**src/rtl/kbd_pkg.sv**
```systemverilog
// kbd_pkg -- shared definitions for the PS/2 set-2 keyboard decoder.
//   kbd_state_e : decoder FSM states
//   KC_*        : scan-code constants (prefixes, status bytes, shift keys)
//   ASC_*       : ASCII codes used by the optional lookup table
//   is_status() : true for controller/keyboard status bytes that carry no key
package kbd_pkg;

    typedef enum logic [1:0] {
        ST_IDLE   = 2'd0,
        ST_POP    = 2'd1,
        ST_DECODE = 2'd2,
        ST_EMIT   = 2'd3
    } kbd_state_e;

    localparam logic [7:0] KC_E0     = 8'hE0;
    localparam logic [7:0] KC_F0     = 8'hF0;
    localparam logic [7:0] KC_E1     = 8'hE1;
    localparam logic [7:0] KC_AA     = 8'hAA;
    localparam logic [7:0] KC_FA     = 8'hFA;
    localparam logic [7:0] KC_FE     = 8'hFE;
    localparam logic [7:0] KC_EE     = 8'hEE;
    localparam logic [7:0] KC_LSHIFT = 8'h12;
    localparam logic [7:0] KC_RSHIFT = 8'h59;

    // Bytes of the pause sequence that follow its E1 lead-in.
    localparam logic [2:0] PAUSE_SKIP = 3'd7;

    localparam logic [7:0] ASC_NONE  = 8'h00;
    localparam logic [7:0] ASC_SPACE = 8'h20;
    localparam logic [7:0] ASC_ENTER = 8'h0D;
    localparam logic [7:0] ASC_BKSP  = 8'h08;

    function automatic logic is_status(input logic [7:0] b);
        return (b == KC_AA) || (b == KC_FA) || (b == KC_FE) || (b == KC_EE) ||
               (b == 8'h00) || (b == 8'hFF);
    endfunction

endpackage

```
**src/rtl/kbd_ascii_rom.sv**
```systemverilog
// kbd_ascii_rom -- combinational set-2 scan code to ASCII lookup.
//   code_i  [7:0] : set-2 make code (non-extended)
//   shift_i       : shift held -> upper case letters / digit-row symbols
//   ascii_o [7:0] : ASCII character, 00 for unmapped codes
module kbd_ascii_rom
    import kbd_pkg::*;
(
    input  logic [7:0] code_i,
    input  logic       shift_i,
    output logic [7:0] ascii_o
);

    // {unshifted, shifted} character pair for the current code
    logic [15:0] pair;

    always_comb begin
        pair = {ASC_NONE, ASC_NONE};
        case (code_i)
            8'h1C: pair = {8'h61, 8'h41};   // a
            8'h32: pair = {8'h62, 8'h42};   // b
            8'h21: pair = {8'h63, 8'h43};   // c
            8'h23: pair = {8'h64, 8'h44};   // d
            8'h24: pair = {8'h65, 8'h45};   // e
            8'h2B: pair = {8'h66, 8'h46};   // f
            8'h34: pair = {8'h67, 8'h47};   // g
            8'h33: pair = {8'h68, 8'h48};   // h
            8'h43: pair = {8'h69, 8'h49};   // i
            8'h3B: pair = {8'h6A, 8'h4A};   // j
            8'h42: pair = {8'h6B, 8'h4B};   // k
            8'h4B: pair = {8'h6C, 8'h4C};   // l
            8'h3A: pair = {8'h6D, 8'h4D};   // m
            8'h31: pair = {8'h6E, 8'h4E};   // n
            8'h44: pair = {8'h6F, 8'h4F};   // o
            8'h4D: pair = {8'h70, 8'h50};   // p
            8'h15: pair = {8'h71, 8'h51};   // q
            8'h2D: pair = {8'h72, 8'h52};   // r
            8'h1B: pair = {8'h73, 8'h53};   // s
            8'h2C: pair = {8'h74, 8'h54};   // t
            8'h3C: pair = {8'h75, 8'h55};   // u
            8'h2A: pair = {8'h76, 8'h56};   // v
            8'h1D: pair = {8'h77, 8'h57};   // w
            8'h22: pair = {8'h78, 8'h58};   // x
            8'h35: pair = {8'h79, 8'h59};   // y
            8'h1A: pair = {8'h7A, 8'h5A};   // z
            8'h16: pair = {8'h31, 8'h21};   // 1 !
            8'h1E: pair = {8'h32, 8'h40};   // 2 @
            8'h26: pair = {8'h33, 8'h23};   // 3 #
            8'h25: pair = {8'h34, 8'h24};   // 4 $
            8'h2E: pair = {8'h35, 8'h25};   // 5 %
            8'h36: pair = {8'h36, 8'h5E};   // 6 ^
            8'h3D: pair = {8'h37, 8'h26};   // 7 &
            8'h3E: pair = {8'h38, 8'h2A};   // 8 *
            8'h46: pair = {8'h39, 8'h28};   // 9 (
            8'h45: pair = {8'h30, 8'h29};   // 0 )
            8'h29: pair = {ASC_SPACE, ASC_SPACE};
            8'h5A: pair = {ASC_ENTER, ASC_ENTER};
            8'h66: pair = {ASC_BKSP,  ASC_BKSP};
            default: pair = {ASC_NONE, ASC_NONE};
        endcase
        ascii_o = shift_i ? pair[7:0] : pair[15:8];
    end

endmodule

```
**src/rtl/kbd_decoder.sv**
```systemverilog
// kbd_decoder -- pops PS/2 set-2 scan codes from a byte FIFO and turns them
// into key events with extended/break flags, live shift state and optional
// ASCII translation.
//
// Optional feature: define KBD_ASCII_EN to drive ev_ascii from the
// kbd_ascii_rom lookup; otherwise ev_ascii is tied to 00.
//
// Ports:
//   clk            system clock, rising edge
//   clrn           asynchronous active-low reset
//   ps2_ready      FIFO non-empty
//   ps2_data [7:0] FIFO head byte
//   ps2_rdn        registered active-low FIFO pop strobe
//   ev_valid       key event available (held until ev_ack)
//   ev_ack         consumer accepts the event
//   ev_code  [7:0] set-2 key code
//   ev_ext         E0-prefixed (or pause) event
//   ev_break       1 = release, 0 = press
//   shift          left or right shift currently held
//   ev_ascii [7:0] ASCII of the event, 00 if not mapped
//
// state    | meaning
// ---------+------------------------------------------------------------
// IDLE     | waiting for a byte in the FIFO
// POP      | ps2_rdn low for this cycle, head byte already captured
// DECODE   | classify captured byte: prefix, status, pause skip or key
// EMIT     | event presented, waiting for ev_ack
module kbd_decoder
    import kbd_pkg::*;
#(
    parameter int unsigned PREFIX_TIMEOUT = 1000000
)
(
    input  logic       clk,
    input  logic       clrn,
    input  logic       ps2_ready,
    input  logic [7:0] ps2_data,
    output logic       ps2_rdn,
    output logic       ev_valid,
    input  logic       ev_ack,
    output logic [7:0] ev_code,
    output logic       ev_ext,
    output logic       ev_break,
    output logic       shift,
    output logic [7:0] ev_ascii
);

    localparam int unsigned      TMO_W    = (PREFIX_TIMEOUT > 2) ? $clog2(PREFIX_TIMEOUT) : 1;
    localparam logic [TMO_W-1:0] TMO_LOAD = TMO_W'(PREFIX_TIMEOUT - 1);

    kbd_state_e       state_q, state_d;
    logic             rdn_q, rdn_d;
    logic [7:0]       data_q, data_d;
    logic             ext_q, ext_d;
    logic             brk_q, brk_d;
    logic [2:0]       skip_q, skip_d;
    logic [TMO_W-1:0] tmo_q, tmo_d;
    logic             valid_q, valid_d;
    logic [7:0]       code_q, code_d;
    logic             evext_q, evext_d;
    logic             evbrk_q, evbrk_d;
    logic             shl_q, shl_d;
    logic             shr_q, shr_d;
    logic             pending;

    assign pending = ext_q | brk_q | (skip_q != 3'd0);

    always_comb begin
        state_d = state_q;
        rdn_d   = 1'b1;
        data_d  = data_q;
        ext_d   = ext_q;
        brk_d   = brk_q;
        skip_d  = skip_q;
        tmo_d   = tmo_q;
        valid_d = valid_q;
        code_d  = code_q;
        evext_d = evext_q;
        evbrk_d = evbrk_q;
        shl_d   = shl_q;
        shr_d   = shr_q;

        // Stale-prefix timer: reloaded on every pop, counts down only while
        // something is pending, and drops the pending state at terminal count.
        if (!pending || state_q == ST_POP) begin
            tmo_d = TMO_LOAD;
        end else if (tmo_q == '0) begin
            ext_d  = 1'b0;
            brk_d  = 1'b0;
            skip_d = 3'd0;
            tmo_d  = TMO_LOAD;
        end else begin
            tmo_d = tmo_q - TMO_W'(1);
        end

        case (state_q)
            ST_IDLE: begin
                if (ps2_ready) begin
                    state_d = ST_POP;
                    rdn_d   = 1'b0;
                    data_d  = ps2_data;
                end
            end
            ST_POP: begin
                state_d = ST_DECODE;
            end
            ST_DECODE: begin
                state_d = ST_IDLE;
                if (skip_q != 3'd0) begin
                    skip_d = skip_q - 3'd1;
                end else if (data_q == KC_E0) begin
                    ext_d = 1'b1;
                end else if (data_q == KC_F0) begin
                    brk_d = 1'b1;
                end else if (is_status(data_q)) begin
                    ext_d = 1'b0;
                    brk_d = 1'b0;
                end else if (data_q == KC_E1) begin
                    // Pause: one synthetic make event, rest of sequence dropped.
                    state_d = ST_EMIT;
                    valid_d = 1'b1;
                    code_d  = KC_E1;
                    evext_d = 1'b1;
                    evbrk_d = 1'b0;
                    skip_d  = PAUSE_SKIP;
                    ext_d   = 1'b0;
                    brk_d   = 1'b0;
                end else begin
                    state_d = ST_EMIT;
                    valid_d = 1'b1;
                    code_d  = data_q;
                    evext_d = ext_q;
                    evbrk_d = brk_q;
                    ext_d   = 1'b0;
                    brk_d   = 1'b0;
                    if (!ext_q && data_q == KC_LSHIFT) shl_d = ~brk_q;
                    if (!ext_q && data_q == KC_RSHIFT) shr_d = ~brk_q;
                end
            end
            ST_EMIT: begin
                if (ev_ack) begin
                    state_d = ST_IDLE;
                    valid_d = 1'b0;
                end
            end
            default: begin
                state_d = ST_IDLE;
            end
        endcase
    end

    always_ff @(posedge clk or negedge clrn) begin
        if (!clrn) begin
            state_q <= ST_IDLE;
            rdn_q   <= 1'b1;
            data_q  <= 8'h00;
            ext_q   <= 1'b0;
            brk_q   <= 1'b0;
            skip_q  <= 3'd0;
            tmo_q   <= '0;
            valid_q <= 1'b0;
            code_q  <= 8'h00;
            evext_q <= 1'b0;
            evbrk_q <= 1'b0;
            shl_q   <= 1'b0;
            shr_q   <= 1'b0;
        end else begin
            state_q <= state_d;
            rdn_q   <= rdn_d;
            data_q  <= data_d;
            ext_q   <= ext_d;
            brk_q   <= brk_d;
            skip_q  <= skip_d;
            tmo_q   <= tmo_d;
            valid_q <= valid_d;
            code_q  <= code_d;
            evext_q <= evext_d;
            evbrk_q <= evbrk_d;
            shl_q   <= shl_d;
            shr_q   <= shr_d;
        end
    end

    assign ps2_rdn  = rdn_q;
    assign ev_valid = valid_q;
    assign ev_code  = code_q;
    assign ev_ext   = evext_q;
    assign ev_break = evbrk_q;
    assign shift    = shl_q | shr_q;

`ifdef KBD_ASCII_EN
    logic [7:0] rom_ascii;
    logic [7:0] ascii_q, ascii_d;

    // Looked up with the shift state held before this byte; shift keys
    // themselves are unmapped so their own update never matters here.
    kbd_ascii_rom u_ascii_rom (
        .code_i  (data_q),
        .shift_i (shl_q | shr_q),
        .ascii_o (rom_ascii)
    );

    always_comb begin
        ascii_d = ascii_q;
        if (state_q == ST_DECODE && state_d == ST_EMIT) begin
            ascii_d = (ext_q || brk_q) ? ASC_NONE : rom_ascii;
        end
    end

    always_ff @(posedge clk or negedge clrn) begin
        if (!clrn) begin
            ascii_q <= ASC_NONE;
        end else begin
            ascii_q <= ascii_d;
        end
    end

    assign ev_ascii = ascii_q;
`else
    assign ev_ascii = ASC_NONE;
`endif

endmodule

```
**config.mk**
```make
export PLATFORM = sky130hd
export DESIGN_NAME = kbd_decoder
export DESIGN_NICKNAME = d
export VERILOG_FILES = /design/src/rtl/kbd_pkg.sv /design/src/rtl/kbd_ascii_rom.sv /design/src/rtl/kbd_decoder.sv
export SDC_FILE = /design/constraint.sdc
export NUM_CORES = 1
export LEC_CHECK = 0
export ABC_AREA = 1
export CORE_MARGIN = 4
export CORE_UTILIZATION = 50
export DETAILED_ROUTE_END_ITERATION = 8
export PLACE_DENSITY = 0.73
export SLEW_MARGIN = 20
export SYNTH_ARGS = -nofsm -noshare
export SYNTH_HDL_FRONTEND = slang
export SYNTH_HIERARCHICAL = 1
export SYNTH_SLANG_ARGS = --single-unit
```
**constraint.sdc**
```tcl
create_clock -name clk -period 1.9 [get_ports clk]
set_input_delay 0.57 -clock clk [delete_from_list [all_inputs] [get_ports clk]]
set_output_delay 0.57 -clock clk [all_outputs]
set_load 0.02 [all_outputs]
```
# --- Word level (Yosys, flattened, before mapping) ---
# Cells that the tools add are included.
totals:
  in_bits: 12
  ff_bits: 49
  word_cells: 104
classes:
  n_eq_ne: 19
  add_sub_neg: 2
  bitwise_logic: 9
  muxes: 40
  reduce_logical: 21
op_table:
  columns: ["op", "count"]
  rows:
  - ["8-bit equality test (second input constant)", 8]
  - ["20-bit two-way mux", 2]
  - ["3-bit two-way mux", 8]
  - ["1-bit two-way mux", 21]
  - ["20-bit logical NOT", 1]
  - ["20-bit by 1-bit subtractor with 20-bit output (second input constant)", 1]
  - ["7-bit AND reduction", 2]
  - ["2-bit two-way mux", 6]
  - ["2-bit != test (second input constant)", 6]
  - ["8-bit by 5-bit equality test with 1-bit output (second input constant)", 1]
  - ["8-bit by 7-bit equality test with 1-bit output (second input constant)", 1]
  - ["8-bit logical NOT", 1]
  - ["8-bit two-way mux", 1]
  - ["2-bit one-hot mux with 4 select lines", 1]
  - ["1-bit logical OR", 6]
  - ["1-bit inverter", 6]
  - ["6-bit AND reduction", 1]
  - ["5-bit AND reduction", 1]
  - ["2-bit equality test (second input constant)", 2]
  - ["2-bit AND reduction", 2]
  - ["1-bit OR", 3]
  - ["3-bit nonzero test", 1]
  - ["3-bit by 1-bit subtractor with 3-bit output (second input constant)", 1]
  - ["2-bit by 1-bit equality test with 1-bit output (second input constant)", 1]
  - ["5 further kinds", 7]

# --- Logic depth before layout (Yosys ltp) ---
logic_depth:
  depth_word: 11
  ltp_mapped: 10

# --- Worst setup path after synthesis ---
# OpenSTA, ideal clock, no wires.
synth_timing:
  path_type: "register to register"
  from: "register tmo_q[0]"
  to: "register tmo_q[12]"
  path_stages_with_launch: 8
  arrival_ns: 1.316
  setup_slack_ns: 0.465
  n_path_buf: 0
  setup_ns: 0.118
  required_ns: 1.782
  synth_period_minus_slack_ns: 1.435
  cell_sequence: "dfrtp_1 -> inv_1 -> ha_1 -> nand3_1 -> nor2_1 -> nand3_1 -> xor2_1 -> nor2_1"
synth_via:
  elab_chain_cells: 3
synth_rtl:
  columns: ["item", "line", "text"]
  rows:
  - ["from (decl)", "kbd_decoder.sv:57", "logic [TMO_W-1:0] tmo_q, tmo_d;"]
  - ["from (signal assigned)", "kbd_decoder.sv:174", "tmo_q <= tmo_d;"]
  - ["20-bit by 1-bit subtractor with 20-bit output / 20-bit logical NOT (equally long branches)", "kbd_decoder.sv:93, kbd_decoder.sv:87", null]
  - ["20-bit two-way mux *", "kbd_decoder.sv:87", "end else if (tmo_q == '0) begin"]
  - ["20-bit two-way mux *", "kbd_decoder.sv:85", "if (!pending || state_q == ST_POP) begin"]
  - ["named net tmo_d[12]", "kbd_decoder.sv:57", null]
# Mark *: on every way through the listed nets, which the timed path passes. The rest lies on a longest branch.
# A chain may end at the register's enable or synchronous reset.

# --- Worst setup path in the final report ---
layout_timing:
  from: "register code_q[1], in the netlist ev_code[1]"
  to: "output ev_code[1]"
layout_rtl:
  columns: ["item", "line", "text"]
  rows:
  - ["from (decl)", "kbd_decoder.sv:59", "logic [7:0] code_q, code_d;"]
  - ["from (signal assigned)", "kbd_decoder.sv:176", "code_q <= code_d;"]
  - ["to (decl)", "kbd_decoder.sv:41", "output logic [7:0] ev_code,"]
# No word-level cell between the ends.

==> summary.txt <==
Logic synthesis
  • Dominant cells by area after synthesis: dfrtp_1, nand2_1, nor2_1
  • FFs w/ async S/R, synth: 1.000
  • Yosys warnings: 6
  • Post-synth EDFFs: 0
  • Syn Area/Cell: 8.116 um^2
  • Cell Area, Synth: 2670 um^2
  • Number of synthesized register bits: 49
  • Register area share after synthesis: 0.4597
  • Top cells by count, synth: nand2_1, nor2_1, dfrtp_1
  • Cell taking the most area after synthesis: dfrtp_1
  • Area fraction of the dominant cell type after synthesis: 0.4499
  • Mapped Cells: 329
  • Dominant synthesized flop cell: dfrtp_1
  • Synth unique cells: 33
  • Most frequent cell after synthesis: nand2_1

Placement
  • IO Port Bufs: 24
  • Final GP Congestion: 0.8630
  • Detail Placement HPWL: 3846 um

Floorplanning
  • Initial Utilization: 0.5195
  • I/O Pins: 33
  • Die Wd: 81.08 um
  • Core region area: 5140 um^2
  • Site Rows: 26
  • Die area: 6573 um^2
  • Die Ht: 81.08 um

Global route
  • Gr usage total: 0.1708
  • First-pass GRT wire length: 8838 um
  • Gr ovfl total: 0
  • Vias in the first global route: 1990
  • Initial antenna violation count: 0
  • Largest net degree at the start of global routing: 50

Cells and area
  • Ant diodes: 0
  • Area added between synthesis and finish: 14.10%
  • Fill cells: 484
  • Storage element area: 1227 um^2
  • Nets@finish: 375
  • Layout cells sized above 1: 0.1389
  • Area taken by multi-input logic gates: 1245 um^2

CTS
  • Depth of the CTS H-tree: 2
  • CTS buffer count: 5
  • Root buf cell: clkbuf_8
  • CTS hold repair buffers: 0
  • Worst skew pair latency: 0.30 ns
  • Post-CTS setup repair buffer count: 0
  • Clk buf depth: 2
  • TritonCTS clock tree: built
  • CTS sink cnt: 49
  • Clock Pin Slew Worst Setup and Hold Paths: 0.09 ns

STA
  • Worst Hold Margin: 0.2425 ns
  • Final Cycle Share: 0.9730
  • Setup repair after global routing missed its margin: no
  • Setup Skew: 0.008394 ns
  • Final min period: 1.849 ns
  • Max-slew violations: 0
  • Final setup violation count: 0
  • Max Freq: 540.9 MHz
  • Final Hold Vio Count: 0
  • Setup_tns: 0 ns

Route
  • Detailed Route WL: 5022 um
  • Antenna-violating nets left: 0
  • Via Count: 2102
  • Residual DRC: 0
  • Post-DR wirelength/cell: 11.68 um
  • First DRT Iteration DRCs: 145
  • Drt pass-1 iters: 4
  • Number of vias per cell: 4.888

Pwr
  • Logic pwr share: 0.423
  • Internal Power: 0.002221 W
  • P_sw: 0.001593 W
  • Leakage power: 1.449 nW
  • Worst VDD drop: 0.7450 mV
  • Sequential Power Share: 0.423
  • Clock power frac: 0.154
  • Pwr dens: 1252 nW/um^2
  • Sw frac: 0.4177

Worst setup path
  • Worst setup SP type: flop
  • Crit path largest cell delay: 0.62 ns
  • Worst Path Buf+Inv: 1
  • CP cell instances: clkdlybuf4s50_1
  • Delay-heaviest family, CP: buffers and inverters
  • Critical Path End Type: output pin
  • Critical path class: reg2out
  • Worst Path Required: 1.33 ns
  • Worst-path maximum fanout: 2
  • Slowest CP cell: clkdlybuf4s50_1
  • CP Data Arrival Time: 1.28 ns

Worst hold path
  • Hold Crit Class: in2async

Status
  • Status: finished, final reports clean

Job
  • Max-cap violations: 0
-- flip-flops by register name, summed over array words and instances (netlist names) --
name,count
ps2_rdn,1
shr_q,1
ev_code,8
ext_q,1
ev_ext,1
brk_q,1
ev_break,1
state_q,2
ev_valid,1
shl_q,1
skip_q,3
data_q,8
tmo_q,20
-- path summary, 6_finish.rpt --
path | end | slack (ns) | from | cells after the start
max in group asynchronous | ps2_rdn | 1.38 | clrn | 2
hold / removal | tmo_q[9] | 0.24 | clrn | 2
setup reg to reg | ev_code[7] | 0.22 | skip_q[0] | 7
hold reg to reg | tmo_q[0] | 0.46 | tmo_q[0] | 1
min in group clk | tmo_q[0] | 0.46 | tmo_q[0] | 1
setup / recovery | ev_code[1] | 0.05 | ev_code[1] | 1
-- layer usage --
metal,up-vias,track usage,share of wire
met5,-,0,0
met4,0,0.05574,0.0084
met3,5,0.03215,0.053
met2,48,0.2570,0.42
met1,964,0.2482,0.52
li1,1085,-,-
-- layout make-up --
type,instances,share of cell area
Clock buffer,8,0.02628
Timing Repair Buffer,28,0.09035
Multi-Input combinational cell,240,0.4086
Tap cell,70,0.02875
Sequential cell,49,0.4029
Inverter,35,0.04312
-- cells in the final DEF (no fill, tap or decap), drive strengths merged --
cell type      synthesis  routed
a21oi                 13      13
buf                   12       5
clkbuf                 0       8
clkdlybuf4s50          0      21
conb                   1       8
dfrtp                 48      48
dfstp                  1       1
dlygate4sd2            0       2
ha                     4       4
inv                   35      35
mux2                   2       2
nand2                 79      79
nand3                 41      41
nand3b                 1       1
nand4                  5       5
nor2                  61      61
nor3                   7       7
nor3b                  1       1
o21ai                  4       4
or2                    2       2
xnor2                  6       6
xor2                   6       6
-- repair_timing --
item                       in CTS  in global routing
hold endpoints to repair        0                  0
setup endpoints to repair       2                  0
resized for setup               2                  0
-- metrics by stage --
stage	area [um^2]	setup WS (ns)	instances	util	total power (W)
3_5_place_dp	2969	0.2087	422	0.5777	0.003267
6_report	3047	0.05124	430	0.5927	0.003814
2_1_floorplan	2696	0.4652	336	-	0.002771
4_1_cts	3047	0.03086	430	0.5927	0.003854
3_3_place_gp	2969	0.2362	422	0.5777	0.003213
5_1_grt	3047	0.0001350	430	0.5927	0.004118
-- power by group through the flow --
stage	Combinational [W]	Sequential (W)	Clock, W
floorplan	0.00107	0.00170	0
global placement	0.00159	0.00162	0
detailed placement	0.00164	0.00163	0
CTS	0.00164	0.00161	0.000607
global route	0.00181	0.00166	0.000649
finish	0.00161	0.00161	0.000587
-- cell families (layout without fill, tap and decap cells) --
kind of cell             after synthesis  count (layout)  synth area share
AND/OR/NAND/NOR                      197             197            0.3496
flip-flops                            49              49            0.4597
buffers and inverters                 47              71           0.08388
AO/OA/AOI/OAI                         17              17           0.03889
XOR/XNOR                              12              12           0.03936
adder cells (fa/ha/maj)                4               4           0.01874
multiplexers                           2               2          0.008434
other                                  1               8          0.001404
Power figures use the tool's default switching activity.
